## src/rtl/aes_round_sched.sv

```systemverilog
// AES round scheduler: steps one 128-bit block through NROUNDS calls of an external
// round core, with a per-round watchdog and a valid/ready output handshake.
//
// state | meaning
// IDLE  | waiting for a block, in_ready high
// RUN   | core_enable high, operands held until core_done
// GAP   | single idle cycle between rounds
// OUT   | ciphertext offered on out_text until out_ready
// ERR   | core timed out; held until err_clear

module aes_round_sched #(
    parameter int NROUNDS = 10,
    parameter int TIMEOUT = 255
) (
    input  logic         clock,
    input  logic         reset,
    input  logic         in_valid,
    output logic         in_ready,
    input  logic [127:0] in_text,
    input  logic [127:0] in_key,
    output logic         core_enable,
    output logic [127:0] core_i_text,
    output logic [127:0] core_key,
    output logic [3:0]   core_round,
    input  logic [127:0] core_o_text,
    input  logic [127:0] core_Rkey,
    input  logic         core_done,
    output logic         out_valid,
    input  logic         out_ready,
    output logic [127:0] out_text,
    output logic         busy,
    output logic         error,
    input  logic         err_clear,
    output logic [15:0]  block_count
);

    localparam int TW = (TIMEOUT < 2) ? 1 : $clog2(TIMEOUT);
    localparam logic [TW-1:0] TMR_LOAD   = TW'(TIMEOUT - 1);
    localparam logic [3:0]    LAST_ROUND = 4'(NROUNDS - 1);

    typedef enum logic [2:0] {IDLE, RUN, GAP, OUT, ERR} fsm_t;

    fsm_t           fsm;
    logic [127:0]   blk_state;
    logic [127:0]   key_reg;
    logic [3:0]     round;
    logic [TW-1:0]  timer;
    logic [15:0]    blk_cnt;

    // Watchdog counts down from TIMEOUT-1; terminal count in RUN without core_done
    // means the round has used up its TIMEOUT cycles.
    always_ff @(posedge clock or posedge reset) begin
        if (reset) begin
            fsm       <= IDLE;
            blk_state <= '0;
            key_reg   <= '0;
            round     <= '0;
            timer     <= '0;
            blk_cnt   <= '0;
        end else begin
            case (fsm)
                IDLE: begin
                    if (in_valid) begin
                        blk_state <= in_text ^ in_key;
                        key_reg   <= in_key;
                        round     <= '0;
                        timer     <= TMR_LOAD;
                        fsm       <= RUN;
                    end
                end
                RUN: begin
                    if (core_done) begin
                        blk_state <= core_o_text;
                        key_reg   <= core_Rkey;
                        if (round == LAST_ROUND) begin
                            fsm <= OUT;
                        end else begin
                            round <= round + 4'd1;
                            fsm   <= GAP;
                        end
                    end else if (timer == '0) begin
                        fsm <= ERR;
                    end else begin
                        timer <= timer - TW'(1);
                    end
                end
                GAP: begin
                    timer <= TMR_LOAD;
                    fsm   <= RUN;
                end
                OUT: begin
                    if (out_ready) begin
                        blk_cnt <= blk_cnt + 16'd1;
                        fsm     <= IDLE;
                    end
                end
                ERR: begin
                    if (err_clear) fsm <= IDLE;
                end
                default: fsm <= IDLE;
            endcase
        end
    end

    // in_ready is also gated by reset so it stays low for the whole reset pulse.
    assign in_ready    = (fsm == IDLE) && !reset;
    assign core_enable = (fsm == RUN);
    assign core_i_text = blk_state;
    assign core_key    = key_reg;
    assign core_round  = round;
    assign out_valid   = (fsm == OUT);
    assign out_text    = blk_state;
    assign busy        = (fsm == RUN) || (fsm == GAP);
    assign error       = (fsm == ERR);
    assign block_count = blk_cnt;

endmodule

```

## config.mk

```make
export PLATFORM = sky130hd
export DESIGN_NAME = aes_round_sched
export DESIGN_NICKNAME = d
export VERILOG_FILES = /design/src/rtl/aes_round_sched.sv
export SDC_FILE = /design/constraint.sdc
export NUM_CORES = 1
export LEC_CHECK = 0
export BUFFER_PORTS_ARGS = -buffer_cell sky130_fd_sc_hd__buf_2
export CORE_AREA = 10 10 357 359
export CTS_CLUSTER_SIZE = 25
export DETAILED_ROUTE_END_ITERATION = 12
export DIE_AREA = 0 0 367 369
export SKIP_LAST_GASP = 1
export SYNTH_ARGS = -nofsm -noshare
export SYNTH_HDL_FRONTEND = slang
export SYNTH_SLANG_ARGS = --single-unit
```

## constraint.sdc

```tcl
create_clock -name clock -period 28.5 [get_ports clock]
set_clock_uncertainty 0.05 [all_clocks]
set_input_delay 5.7 -clock clock [delete_from_list [all_inputs] [get_ports clock]]
set_output_delay 5.7 -clock clock [all_outputs]
set_load 0.01 [all_outputs]
```

==> out/qor.txt <==
Outcome: finished, final reports clean
Average wire per standard cell: 21.1 um
Layout Nets: 2935
Skew-Pair Late Insertion Delay: 0.55 ns
Syn Nets: 2191
Antenna-violating nets left: 0
Final HPWL from detailed placement: 72900 um
CTS buffer count: 36
Final min period: 12.16 ns
Synth async-reset ratio: 1.00
Die width: 367 um
Hold Path Origin: core_key[54]
CTS Buffer Depth: 3
Synth area leader: dfrtp_1
Leak Pwr: 10.5 nW
Ys flop type: dfrtp_1
Worst VDD drop: 0.0691 mV
Gpl congestion: 0.957
Setup TNS: 0 ns
Unrepaired setup endpoints after global routing: no
Postcts setup bufs: 0
Mapped Area: 15200 um2
Hold EP: core_key[54]
Vias per cell: 3.59
Cell Count, Final, Fillers Out: 4051
Layout cells sized above 1: 0.411
FF-to-FF End: core_i_text[0]
Hold path cells: 2
DR pass1 iterations: 5
Mean Syn Cell Area: 9.14 um2
Iteration-0 DRC count of the detailed router: 1034
Sequential-to-total area share from yosys stat: 0.471
CTS sink cnt: 287
Rows: 127
CTS tree: built
Worst endpoint required time: 22.75 ns
Syn. warnings: 0
Setup violators final: 0
First-pass GRT wire length: 117000 um
Port bufs: 926
Die Ht: 369 um
Max-Cap Viols: 0
Initial Util: 0.127
Global route overflow: 0
Post-CTS Resized: 0
WL final: 85500 um
Placed Instances: 3986
Final Slew Violations: 0
Critical path fanouts, max: 2
Number of synthesized flops with an enable pin: 0
Post-Synthesis Cells: 1668
Largest net degree at the start of global routing: 200
Clock transition at the registers of the reported paths: 0.06 ns
Synth top area share: 0.471
Area grow syn2layout: 42.2%
Achievable Freq: 82.2 MHz
Unique masters post-synth: 45
H-Tree Depth: 2
FF-to-FF path depth: 8
Final Cycle Share: 0.427
Root buf cell: clkbuf_16
Initial antenna violation count: 29
CP endpoint kind: output port
Reg2reg setup slack: 23.88 ns
Synth Register Bits: 287
Post-CTS Hold Buffers: 0
Rel. slew slack: 0.336
Core ar.: 120000 um2
Vias in the first global route: 14870
Most common cell in the netlist: dfrtp_1
Num ports: 927
Hold Crit Class: register to register
Critical path type: input pin to output port
Worst r2r src: fsm[0]
Startpoint type of the worst setup path: input pin
Final hold vios: 0
Routed vias: 14536
Drc violations: 0
Synth top area cells: dfrtp_1, mux2i_1, o21ai_0, xnor2_1, buf_4
CP Data Arrival Time: 6.41 ns
DIE AREA: 135000 um2
Synth top cells by count: dfrtp_1, nand2_1, o21ai_0, buf_4, xnor2_1
Pwr dens: 114 nW/um2
Pin slew with the least headroom to its limit: 0.996 ns
Tot GR Track Use: 0.119
layer usage:
| layer | vias up | part of all wire | global-route usage |
|---|---|---|---|
| li1 | 6955 | - | - |
| met1 | 6833 | 0.43 | 0.153 |
| met2 | 645 | 0.46 | 0.193 |
| met3 | 99 | 0.082 | 0.0385 |
| met4 | 4 | 0.021 | 0.0277 |
| met5 | - | 0.00028 | 0 |
registers in the layout (all words and copies together), names as in the netlist:
| signal | flops |
|---|---|
| block_count | 16 |
| core_i_text | 128 |
| core_round | 4 |
| fsm | 3 |
| core_key | 128 |
| timer | 8 |
cell families (layout without fill, tap and decap cells):
| family | Yosys count | in the layout | share of synthesized area |
|---|---|---|---|
| DFF | 287 | 287 | 0.471 |
| muxes | 131 | 131 | 0.0861 |
| other | 0 | 6 | 0 |
| AOI/OAI and AO/OA | 404 | 404 | 0.134 |
| adders and majority gates | 5 | 5 | 0.00410 |
| xor gates and xnor gates | 148 | 148 | 0.0850 |
| buffers and inverters | 242 | 1007 | 0.0979 |
| and+or+nand+nor | 451 | 451 | 0.121 |
worst max-delay path, cell delays in order:
cell and delay [ns]:
buf_2 0.17, nor4_1 0.31, buf_2 0.22
cell type report:
cell class                 instances  area (um2)
antenna                            6        15.0
clock buffer                      47         983
clock inverter                    12         116
fill                           13624       98100
inverter                           8        45.0
multi-input combinational       1139        6570
sequential                       287        7180
tap                             1612        2020
timing repair buffer             940        4750
through the flow:
| stage | util | hold WS (ns) | total power, W | area (um2) | setup WS [ns] |
|---|---|---|---|---|---|
| final | 0.181 | 0.421 | 0.00247 | 21700 | 16.34 |
| after global routing | 0.181 | 0.453 | 0.00267 | 21700 | 16.29 |
| after CTS | 0.181 | 0.428 | 0.00252 | 21700 | 16.33 |
| after detailed placement | 0.172 | 0.414 | 0.00206 | 20600 | 16.33 |
| after global placement | 0.172 | 0.405 | 0.00203 | 20600 | 16.29 |
| after floorplan | - | 0.448 | 0.00156 | 15200 | 14.83 |
cells in the final DEF (no fill, tap or decap), types with 5 or more instances in the layout:
cell       synthesis  layout
a21oi_1          131     131
and3_1             6       6
buf_2             35     926
buf_4            142      13
clkbuf_1          55       8
clkbuf_16          0      37
clkinv_2           0       8
dfrtp_1          287     287
diode_2            0       6
ha_1               5       5
inv_1              7       6
mux2i_1          130     130
nand2_1          265     265
nand3_1            6       6
nand4_1            6       6
nor2_1           137     137
o21ai_0          259     259
o21ai_1            5       5
xnor2_1          142     142
xor2_1             6       6
worst max path at each step:
stage	startpoint	endpoint	slack [ns]
3_5_place_dp	reset	in_ready	16.33
4_1_cts	reset	in_ready	16.33
6_report	reset	in_ready	16.34
5_1_grt	reset	in_ready	16.29
3_3_place_gp	reset	in_ready	16.29
2_1_floorplan	reset	block_count[0]	14.83
where the power goes:
part | total [W] | switching, W | internal (W)
sequential | 0.000753 | 0.000153 | 0.000600
clock | 0.000448 | 0.000189 | 0.000260
combinational | 0.00127 | 0.000821 | 0.000446
Power figures use the tool's default switching activity.
